==> src/rtl/unified_mem_arbiter_pkg.sv <==
// mem_arb_pkg: shared FSM state encoding and grant ids for the fetch/data memory arbiter.
package mem_arb_pkg;
   typedef enum logic [1:0] {
      ST_IDLE   = 2'd0,
      ST_ACCESS = 2'd1,
      ST_RESP   = 2'd2
   } state_t;
   localparam logic GNT_IF = 1'b0;
   localparam logic GNT_D  = 1'b1;
endpackage

==> src/rtl/unified_mem_arbiter_if.sv <==
// unified_mem_arbiter_if: CPU fetch/data ports and memory bus; slave = arbiter side, master = CPU+memory side.
interface unified_mem_arbiter_if #(parameter int ADDR_W = 32, parameter int DATA_W = 32);
   logic              if_valid;
   logic [ADDR_W-1:0] if_addr;
   logic [DATA_W-1:0] if_rdata;
   logic              if_done;
   logic              d_valid;
   logic              d_we;
   logic [ADDR_W-1:0] d_addr;
   logic [DATA_W-1:0] d_wdata;
   logic [DATA_W-1:0] d_rdata;
   logic              d_done;
   logic              err;
   logic              mem_req;
   logic              mem_we;
   logic [ADDR_W-1:0] mem_addr;
   logic [DATA_W-1:0] mem_wdata;
   logic [DATA_W-1:0] mem_rdata;
   logic              mem_ack;
   modport slave (
      input  if_valid, if_addr, d_valid, d_we, d_addr, d_wdata, mem_rdata, mem_ack,
      output if_rdata, if_done, d_rdata, d_done, err, mem_req, mem_we, mem_addr, mem_wdata
   );
   modport master (
      output if_valid, if_addr, d_valid, d_we, d_addr, d_wdata, mem_rdata, mem_ack,
      input  if_rdata, if_done, d_rdata, d_done, err, mem_req, mem_we, mem_addr, mem_wdata
   );
endinterface

==> src/rtl/unified_mem_arbiter_watchdog.sv <==
// mem_arb_watchdog: saturating ACCESS-cycle counter, cleared outside ACCESS; expires in the TIMEOUT-th cycle.
module mem_arb_watchdog #(parameter int TIMEOUT = 255) (
   input  logic clk,
   input  logic reset,
   input  logic clr_i,
   input  logic en_i,
   output logic expired_o
);
   localparam int W = TIMEOUT > 0 ? $clog2(TIMEOUT + 1) : 1;
   localparam logic [W-1:0] SAT  = W'(TIMEOUT);
   localparam logic [W-1:0] LAST = W'(TIMEOUT - 1);
   logic [W-1:0] cnt_q;
   always_ff @(posedge clk or posedge reset)
      if (reset) cnt_q <= '0;
      else if (clr_i) cnt_q <= '0;
      else if (en_i && cnt_q != SAT) cnt_q <= cnt_q + W'(1);
   // cnt_q holds completed ACCESS cycles, so the TIMEOUT-th cycle is the one showing TIMEOUT-1
   assign expired_o = (TIMEOUT != 0) && en_i && cnt_q == LAST;
endmodule

==> src/rtl/unified_mem_arbiter.sv <==
// unified_mem_arbiter: shares one variable-latency memory between fetch and data ports, data-first with fetch starvation guard.
module unified_mem_arbiter import mem_arb_pkg::*; #(
   parameter int ADDR_W       = 32,
   parameter int DATA_W       = 32,
   parameter int MAX_DATA_RUN = 4,
   parameter int TIMEOUT      = 255
) (
   input logic clk,
   input logic reset,
   unified_mem_arbiter_if.slave bus
);
   localparam int RW = $clog2(MAX_DATA_RUN + 1);
   localparam logic [RW-1:0] RUN_MAX = RW'(MAX_DATA_RUN);
   state_t            state_q;
   logic              gnt_q, we_q, err_q, mem_req_q, if_done_q, d_done_q;
   logic [ADDR_W-1:0] addr_q;
   logic [DATA_W-1:0] wdata_q, rdata_q;
   logic [RW-1:0]     run_q;
   logic              d_win, expired;
   assign d_win = bus.d_valid & (~bus.if_valid | (run_q < RUN_MAX));
   mem_arb_watchdog #(.TIMEOUT(TIMEOUT)) u_wdog (
      .clk       (clk),
      .reset     (reset),
      .clr_i     (state_q != ST_ACCESS),
      .en_i      (state_q == ST_ACCESS),
      .expired_o (expired)
   );
   always_ff @(posedge clk or posedge reset)
      if (reset) begin
         state_q   <= ST_IDLE;
         gnt_q     <= GNT_IF;
         we_q      <= 1'b0;
         err_q     <= 1'b0;
         mem_req_q <= 1'b0;
         if_done_q <= 1'b0;
         d_done_q  <= 1'b0;
         addr_q    <= '0;
         wdata_q   <= '0;
         rdata_q   <= '0;
         run_q     <= '0;
      end else begin
         if_done_q <= 1'b0;
         d_done_q  <= 1'b0;
         err_q     <= 1'b0;
         case (state_q)
            ST_IDLE: begin
               // the run only counts data grants made while a fetch is waiting
               if (!bus.if_valid) run_q <= '0;
               if (d_win) begin
                  gnt_q     <= GNT_D;
                  we_q      <= bus.d_we;
                  addr_q    <= bus.d_addr;
                  wdata_q   <= bus.d_wdata;
                  mem_req_q <= 1'b1;
                  state_q   <= ST_ACCESS;
                  if (bus.if_valid) run_q <= run_q + RW'(1);
               end else if (bus.if_valid) begin
                  gnt_q     <= GNT_IF;
                  we_q      <= 1'b0;
                  addr_q    <= bus.if_addr;
                  wdata_q   <= '0;
                  mem_req_q <= 1'b1;
                  run_q     <= '0;
                  state_q   <= ST_ACCESS;
               end
            end
            ST_ACCESS:
               if (bus.mem_ack || expired) begin
                  mem_req_q <= 1'b0;
                  rdata_q   <= (bus.mem_ack && !we_q) ? bus.mem_rdata : '0;
                  err_q     <= !bus.mem_ack;
                  if_done_q <= gnt_q == GNT_IF;
                  d_done_q  <= gnt_q == GNT_D;
                  state_q   <= ST_RESP;
               end
            default: state_q <= ST_IDLE;
         endcase
      end
   assign bus.if_done   = if_done_q;
   assign bus.d_done    = d_done_q;
   assign bus.err       = err_q;
   assign bus.if_rdata  = if_done_q ? rdata_q : '0;
   assign bus.d_rdata   = d_done_q ? rdata_q : '0;
   assign bus.mem_req   = mem_req_q;
   assign bus.mem_we    = mem_req_q & we_q;
   assign bus.mem_addr  = addr_q;
   assign bus.mem_wdata = wdata_q;
endmodule

==> src/flat_wrapper.sv <==
// flat-port wrapper written by rule: the top's interface ports become plain ports
module unified_mem_arbiter_flat import mem_arb_pkg::*;
#(
   parameter int ADDR_W       = 32,
   parameter int DATA_W       = 32,
   parameter int MAX_DATA_RUN = 4,
   parameter int TIMEOUT      = 255
)
  (clk, reset, bus_if_valid, bus_if_addr, bus_d_valid, bus_d_we, bus_d_addr, bus_d_wdata, bus_mem_rdata, bus_mem_ack, bus_if_rdata, bus_if_done, bus_d_rdata, bus_d_done, bus_err, bus_mem_req, bus_mem_we, bus_mem_addr, bus_mem_wdata);
  unified_mem_arbiter_if #(.ADDR_W(ADDR_W), .DATA_W(DATA_W)) bus_i ();
  input logic clk;
  input logic reset;
  input wire logic [$bits(bus_i.if_valid)-1:0] bus_if_valid;
  input wire logic [$bits(bus_i.if_addr)-1:0] bus_if_addr;
  input wire logic [$bits(bus_i.d_valid)-1:0] bus_d_valid;
  input wire logic [$bits(bus_i.d_we)-1:0] bus_d_we;
  input wire logic [$bits(bus_i.d_addr)-1:0] bus_d_addr;
  input wire logic [$bits(bus_i.d_wdata)-1:0] bus_d_wdata;
  input wire logic [$bits(bus_i.mem_rdata)-1:0] bus_mem_rdata;
  input wire logic [$bits(bus_i.mem_ack)-1:0] bus_mem_ack;
  output wire logic [$bits(bus_i.if_rdata)-1:0] bus_if_rdata;
  output wire logic [$bits(bus_i.if_done)-1:0] bus_if_done;
  output wire logic [$bits(bus_i.d_rdata)-1:0] bus_d_rdata;
  output wire logic [$bits(bus_i.d_done)-1:0] bus_d_done;
  output wire logic [$bits(bus_i.err)-1:0] bus_err;
  output wire logic [$bits(bus_i.mem_req)-1:0] bus_mem_req;
  output wire logic [$bits(bus_i.mem_we)-1:0] bus_mem_we;
  output wire logic [$bits(bus_i.mem_addr)-1:0] bus_mem_addr;
  output wire logic [$bits(bus_i.mem_wdata)-1:0] bus_mem_wdata;
  assign bus_i.if_valid = bus_if_valid;
  assign bus_i.if_addr = bus_if_addr;
  assign bus_i.d_valid = bus_d_valid;
  assign bus_i.d_we = bus_d_we;
  assign bus_i.d_addr = bus_d_addr;
  assign bus_i.d_wdata = bus_d_wdata;
  assign bus_i.mem_rdata = bus_mem_rdata;
  assign bus_i.mem_ack = bus_mem_ack;
  assign bus_if_rdata = bus_i.if_rdata;
  assign bus_if_done = bus_i.if_done;
  assign bus_d_rdata = bus_i.d_rdata;
  assign bus_d_done = bus_i.d_done;
  assign bus_err = bus_i.err;
  assign bus_mem_req = bus_i.mem_req;
  assign bus_mem_we = bus_i.mem_we;
  assign bus_mem_addr = bus_i.mem_addr;
  assign bus_mem_wdata = bus_i.mem_wdata;
  unified_mem_arbiter #(.ADDR_W(ADDR_W), .DATA_W(DATA_W), .MAX_DATA_RUN(MAX_DATA_RUN), .TIMEOUT(TIMEOUT)) u_core (.clk(clk), .reset(reset), .bus(bus_i));
endmodule
==> config.mk <==
export PLATFORM = sky130hd
export DESIGN_NAME = unified_mem_arbiter_flat
export DESIGN_NICKNAME = d
export VERILOG_FILES = /design/src/rtl/unified_mem_arbiter_pkg.sv /design/src/rtl/unified_mem_arbiter_if.sv /design/src/rtl/unified_mem_arbiter_watchdog.sv /design/src/rtl/unified_mem_arbiter.sv /design/src/flat_wrapper.sv
export SDC_FILE = /design/constraint.sdc
export NUM_CORES = 1
export LEC_CHECK = 0
export ABC_AREA = 0
export BUFFER_PORTS_ARGS = -buffer_cell sky130_fd_sc_hd__buf_2
export CAP_MARGIN = 20
export CORE_MARGIN = 4
export CORE_UTILIZATION = 30
export CTS_CLUSTER_DIAMETER = 100
export DETAILED_ROUTE_END_ITERATION = 10
export GPL_TIMING_DRIVEN = 1
export HOLD_SLACK_MARGIN = 0.06
export PLACE_DENSITY_LB_ADDON = 0.08
export SYNTH_ARGS = -nofsm -noshare
export SYNTH_HDL_FRONTEND = slang
export SYNTH_SLANG_ARGS = --single-unit
export TNS_END_PERCENT = 100
==> constraint.sdc <==
create_clock -name clk -period 3.3 [get_ports clk]
set_input_delay 0 -clock clk [delete_from_list [all_inputs] [get_ports clk]]
set_output_delay 0 -clock clk [all_outputs]
set_load 0.01 [all_outputs]
==> flow_summary_export.csv, run 1 <==
group,metric,value,unit
critical_path,worstPathRequired,3640,ps
detailed_routing,via_per_inst,4.85,
critical_path,critPathKind,"reg2reg",
logic_synthesis,synth_compound_area_frac,0.223,
timing,period_minus_slack,2540,ps
logic_synthesis,synth_nets,657,
global_routing,grt_pass1_wl,29.1,mm
detailed_routing,vias,5546,
power_and_ir_drop,sw_frac_of_total,0.352,
detailed_routing,wire_per_inst,15.7,um
logic_synthesis,synth-seq-area-share,0.525,
floorplanning,start_util,0.305,
power_and_ir_drop,p_int,4720,uW
clock_network,cts_buffers,17,
logic_synthesis,ys_seq_elements,115,
timing,slew_headroom,0.317,
floorplanning,die_h,143,um
clock_network,post_cts_buffers,0,
power_and_ir_drop,clkPwrFrac,0.231,
clock_network,cts-root-buf,"clkbuf_16",
power_and_ir_drop,p_switching,2560,uW
timing,finalCritPeriodShare,0.770,
clock_network,postCtsHoldBufs,134,
logic_synthesis,synthMuxAreaShare,0,
logic_synthesis,synthesis.area,0.00548,mm2
layout,num-nets-final,1039,
critical_path,endpoint_kind,"flip-flop",
power_and_ir_drop,leakage,0.00430,uW
logic_synthesis,synth_adder_area_share,0.00685,
detailed_routing,drtPass1Iterations,5,
power_and_ir_drop,seqPwrFrac,0.354,
logic_synthesis,synthCells,520,
floorplanning,num_rows,49,
logic_synthesis,avgSynthCellArea,10.5,um2
critical_path,start_kind,"flip-flop",
timing,fin_setup_tns,0,ps
global_routing,grt_usage,0.176,
power_and_ir_drop,power.total,7290,uW
power_and_ir_drop,pwr-share-comb,0.414,
clock_network,cts_sinks,115,
critical_path,arrival,2890,ps
timing,finalHoldViolCount,0,
logic_synthesis,yosys.area_share.simple,0.196,
global_routing,grt_max_degree,76,
logic_synthesis,synth_top_family_by_area,"compound AO/OA/AOI/OAI gates",
logic_synthesis,yosysUniqueCellTypes,40,
power_and_ir_drop,vdd_drop_max,0.437,mV
placed_design,gp_congestion,0.783,
clock_network,cts_tree,"done",
outcome,run_status,"finished clean",
floorplanning,io_pins,267,
global_routing,antenna_found_initial,0,
global_routing,gr-total-overflow,0,
clock_network,ctsResizeCount,0,
layout,fin_cells,1143,
worst_hold_path,hold_class,"in2reg",
layout,layout-drive-gt1-share,0.354,
critical_path,crit_fanout,36,
timing,setup_viol,0,
job,max_cap_viol_count,0,
clock_network,cts_max_level,4,
timing,worstMarginPinSlew,1020,ps
detailed_routing,wl,17.9,mm
timing,drv_slew,0,
detailed_routing,drc,0,
detailed_routing,postRouteAntennaNets,0,
layout,area_growth,60.9,%
timing,grt_setup_unrepaired,"false",
clock_network,clock_latency,410,ps
global_routing,grt_pass1_vias,5692,
logic_synthesis,async_flop_share,1.00,
logic_synthesis,synth_edf_count,0,
logic_synthesis,ys.flop_type,"dfrtp_1",
floorplanning,core_area,0.0180,mm2
timing,skew,8.70,ps
logic_synthesis,synth_warnings,0,
logic_synthesis,synthXorXnorAreaFrac,0,
layout,antenna_cells,0,
placed_design,io_buffers,266,
detailed_routing,drt_iter0_markers,223,
placed_design,place_inst,978,
power_and_ir_drop,pwr_density_cell,826,mW/mm2
placed_design,dp_hpwl,11.8,mm
clock_network,cts_buffer_depth,2,
clock_network,clk_pin_slew_worst_paths,50,ps
floorplanning,die_area,0.0205,mm2
timing,fmax,0.393,GHz
floorplanning,die_width,143,um
==> power groups by stage <==
stage | logic (uW) | registers, uW | clock network, uW
floorplan | 1550 | 2610 | 0
global placement | 2560 | 2560 | 0
detailed placement | 2610 | 2580 | 0
CTS | 3030 | 2580 | 1730
global route | 3340 | 2700 | 1800
finish | 3020 | 2580 | 1690
==> cell type report <==
type | count | area (um2)
fillers | 1690 | 9140
flip-flops and latches | 115 | 2880
clock buffers | 20 | 447
inverters | 3 | 13.8
multi-input cells | 354 | 2340
repair buffers | 411 | 2760
well taps | 229 | 287
clock inverters | 11 | 88.8
==> logic make-up (layout without fill, tap and decap cells) <==
family | Yosys count | in the layout
AO/OA/AOI/OAI | 152 | 152
buffers and inverters | 51 | 445
flip-flops | 115 | 115
adder cells (fa/ha/maj) | 3 | 3
AND/OR/NAND/NOR | 199 | 199
==> state kept, by name, summed over array words and instances, names as in the netlist <==
| name | count |
|---|---|
| u_core.bus.d_done | 1 |
| u_core.bus.err | 1 |
| u_core.bus.if_done | 1 |
| u_core.bus.mem_addr | 32 |
| u_core.bus.mem_req | 1 |
| u_core.bus.mem_wdata | 32 |
| u_core.gnt_q | 1 |
| u_core.rdata_q | 32 |
| u_core.run_q | 3 |
| u_core.state_q | 2 |
| u_core.u_wdog.cnt_q | 8 |
| u_core.we_q | 1 |
==> synthesized netlist by cell type, types with 3 or more instances <==
cell type	number	area share
and2_1	97	0.11
dfrtp_1	115	0.52
nand3_1	4	0.0037
buf_6	6	0.012
a41oi_1	32	0.051
a221o_2	7	0.014
clkbuf_1	23	0.016
nor3_1	6	0.0055
nor2_1	4	0.0027
buf_4	3	0.0041
and3_1	3	0.0034
a221o_1	25	0.046
nand4_1	4	0.0046
o21ai_0	7	0.0064
a21oi_1	35	0.032
inv_1	3	0.0021
ha_1	3	0.0068
nand2_1	71	0.049
buf_2	16	0.015
a31oi_1	4	0.0046
a22o_1	33	0.053
==> worst max-delay path: stages (launching register included) <==
cell           delay (ps)
dfrtp_1               500
nor2_4                630
buf_4                 450
a21oi_1               120
a41oi_1               180
dlygate4sd3_1         570
==> metal layers <==
metal / GRT usage / routed length [um] / vias up
li1: - / - / 2660
met1: 0.226 / 7670 / 2630
met2: 0.283 / 8470 / 228
met3: 0.0576 / 1490 / 28
met4: 0.0540 / 309 / 0
met5: 0 / 0 / -
==> path summary, 6_finish.rpt <==
path / to / slack [ps] / start / cells after the start
setup / recovery: u_core.bus.mem_addr[6] / 760 / u_core.state_q[0] / 5
hold / removal: u_core.bus.mem_wdata[20] / 340 / bus_d_wdata[20] / 3
setup reg to reg: u_core.bus.mem_addr[6] / 760 / u_core.state_q[0] / 5
hold reg to reg: u_core.bus.if_done / 470 / u_core.gnt_q / 1
max in group asynchronous: u_core.bus.mem_addr[26] / 2020 / reset / 4
min in group asynchronous: u_core.bus.mem_wdata[3] / 360 / reset / 3
==> layout by cell type (no fill, tap or decap), drive strengths merged, types with 7 or more instances in the layout <==
master | Yosys | final
and2 | 97 | 97
o21ai | 7 | 7
a22o | 34 | 34
dfrtp | 115 | 115
a221o | 32 | 32
nand2 | 71 | 71
buf | 25 | 277
clkbuf | 23 | 20
dlygate4sd3 | 0 | 134
a21oi | 36 | 36
nor3 | 7 | 7
a41oi | 32 | 32
clkinv | 0 | 8
==> stage by stage <==
step                      hold slack, ps  worst slack (ps)  utilization  instance area, um2
after floorplan                     72.0               256            -                5480
after global placement               218              1270        0.386                6930
after detailed placement             223              1240        0.387                6940
after CTS                            320               798        0.491                8820
after global routing                 330               505        0.491                8820
final                                336               759        0.491                8820
No activity file was read; power rests on OpenSTA's default activity.
==> run 2: changes to the inputs <==
==> constraint.sdc (replaced) <==
create_clock -name clk -period 2.1 [get_ports clk]
set_input_delay 0 -clock clk [delete_from_list [all_inputs] [get_ports clk]]
set_output_delay 0 -clock clk [all_outputs]
set_load 0.01 [all_outputs]
==> run 2 against run 1 <==
  * Via count decreased by 0.18%
  * Sequential share of layout area is 0.39 points lower
  * Clock skew increased by 1.2 ps
  * Count of clock-buffer cells in the layout down 3
  * Non-clock buffer count is 3 higher
  * Worst setup slack got worse by 630 ps
  * Final area rose by 1.2%
  * Highest routed layer unchanged
==> flow_summary_export.csv, run 2 (synthesis gave the netlist of run 1 again) <==
group,metric,value,unit
timing,fin_setup_tns,0,ps
timing,finalCritPeriodShare,0.940,
clock_network,cts_buffers,17,
placed_design,place_inst,981,
layout,n_fill_cell,1701,
placed_design,gp_congestion,0.720,
placed_design,dp_hpwl,11.8,mm
detailed_routing,drc,0,
global_routing,gr-total-overflow,0,
critical_path,crit_fanout,56,
floorplanning,core_area,0.0180,mm2
clock_network,clk_pin_slew_worst_paths,60,ps
clock_network,clock_latency,410,ps
global_routing,grt_max_degree,116,
critical_path,arrival,2270,ps
timing,skew,9.87,ps
critical_path,worstPathRequired,2390,ps
timing,slew_headroom,0.462,
clock_network,cts_max_level,4,
timing,setup_viol,0,
critical_path,crit_top_cell,"dlygate4sd3_1",
detailed_routing,wire_per_inst,15.7,um
placed_design,io_buffers,266,
layout,layout-drive-gt1-share,0.359,
detailed_routing,via_per_inst,4.83,
layout,final_common_cell,"buf_2",
timing,drv_slew,0,
critical_path,critPathKind,"in2reg",
layout,layout_common_cells,"buf_2, dlygate4sd3_1, dfrtp_1",
job,max_cap_viol_count,0,
detailed_routing,vias,5536,
floorplanning,io_pins,267,
floorplanning,num_rows,49,
global_routing,antenna_found_initial,0,
timing,grt_setup_unrepaired,"false",
floorplanning,die_area,0.0205,mm2
power_and_ir_drop,pwr_density_cell,1310,mW/mm2
worst_hold_path,hold_class,"in2async",
clock_network,cts-root-buf,"clkbuf_16",
clock_network,post_cts_buffers,0,
layout,num-nets-final,1042,
timing,worstMarginPinSlew,807,ps
layout,fin_util,0.497,
detailed_routing,drtPass1Iterations,4,
timing,period_minus_slack,1970,ps
power_and_ir_drop,vdd_drop_max,0.704,mV
clock_network,cts_sinks,115,
power_and_ir_drop,leakage,0.00435,uW
critical_path,cpPeakStageDelay,580,ps
detailed_routing,drt_iter0_markers,193,
timing,finalHoldViolCount,0,
clock_network,cts_buffer_depth,2,
critical_path,crit_chain,"dlygate4sd3_1 > buf_2 > or2_2 > buf_12 > a21oi_1 > a41oi_1 > dlygate4sd3_1",
layout,fin_cells,1147,
layout,antenna_cells,0,
floorplanning,die_width,143,um
floorplanning,start_util,0.305,
critical_path,endpoint_kind,"flip-flop",
critical_path,slowest_stage,"dlygate4sd3_1",
detailed_routing,postRouteAntennaNets,0,
global_routing,grt_usage,0.174,
outcome,run_status,"finished clean",
floorplanning,die_h,143,um
layout,area_growth,62.8,%
critical_path,start_kind,"primary input",
global_routing,grt_pass1_vias,5582,
detailed_routing,wl,18.1,mm
global_routing,grt_pass1_wl,28.7,mm
timing,fmax,0.507,GHz
clock_network,cts_tree,"done",
-- run 2: changes by cell type in the layout (fill, tap and decap cells not counted), moves of 2 or more --
cell,previous run,this run
inv_6,0,6
clkinv_2,7,2
clkinv_4,1,4
buf_12,0,2
buf_6,0,2
clkbuf_1,2,0
-- run 2: repair_timing --
| action | in CTS | in global routing |
|---|---|---|
| resized for setup | 0 | 2 |
| endpoints found under the setup margin | 0 | 10 |
| endpoints found under the hold margin | 216 | 0 |
| hold buffers | 134 | 0 |
-- run 2: per-layer routing --
metal | routed length [um] | GRT usage | up-vias
li1 | - | - | 2670
met1 | 7640 | 0.220 | 2594
met2 | 8680 | 0.284 | 246
met3 | 1420 | 0.0516 | 26
met4 | 321 | 0.0600 | 0
met5 | 0 | 0 | -
-- run 2: final timing paths --
kind / cells after the start / to / start / slack [ps]
setup / recovery: 7 / u_core.bus.mem_addr[2] / bus_if_valid / 130
hold / removal: 4 / u_core.rdata_q[29] / reset / 290
setup reg to reg: 5 / u_core.bus.mem_addr[2] / u_core.run_q[2] / 170
hold reg to reg: 1 / u_core.bus.mem_wdata[8] / u_core.bus.mem_wdata[8] / 500
max in group asynchronous: 4 / u_core.bus.mem_addr[0] / reset / 1300
min in group clk: 3 / u_core.bus.mem_wdata[20] / bus_d_wdata[20] / 330
-- run 2: layout make-up --
class	count	area, um2	area share
Inverter	3	15.0	0.00168
Clock inverter	15	169	0.0189
Clock buffer	17	425	0.0476
Multi-Input combinational cell	354	2340	0.263
Timing Repair Buffer	414	2810	0.315
Sequential cell	115	2880	0.322
Tap cell	229	287	0.0321
-- run 2: critical path: cells and delay by family --
family / cells / cell delay, ps
compound gates: 2 / 280
buf+inv: 4 / 1510
simple gates: 1 / 430
-- run 2: power breakdown --
| part | total, uW | internal (uW) | switching (uW) |
|---|---|---|---|
| registers | 4060 | 3240 | 821 |
| logic | 4780 | 2580 | 2200 |
| clock network | 2900 | 1780 | 1120 |
| total | 11700 | 7600 | 4140 |
-- run 2: through the flow --
| stage | setup slack, ps | instance area [um2] | total power, uW | hold slack [ps] |
|---|---|---|---|---|
| floorplan | 612 | 5490 | 6550 | 72.0 |
| global placement | 443 | 6990 | 8060 | 217 |
| detailed placement | 386 | 6990 | 8180 | 221 |
| CTS | 152 | 8920 | 11800 | 306 |
| global route | 15.8 | 8930 | 12600 | 322 |
| finish | 126 | 8930 | 11700 | 289 |
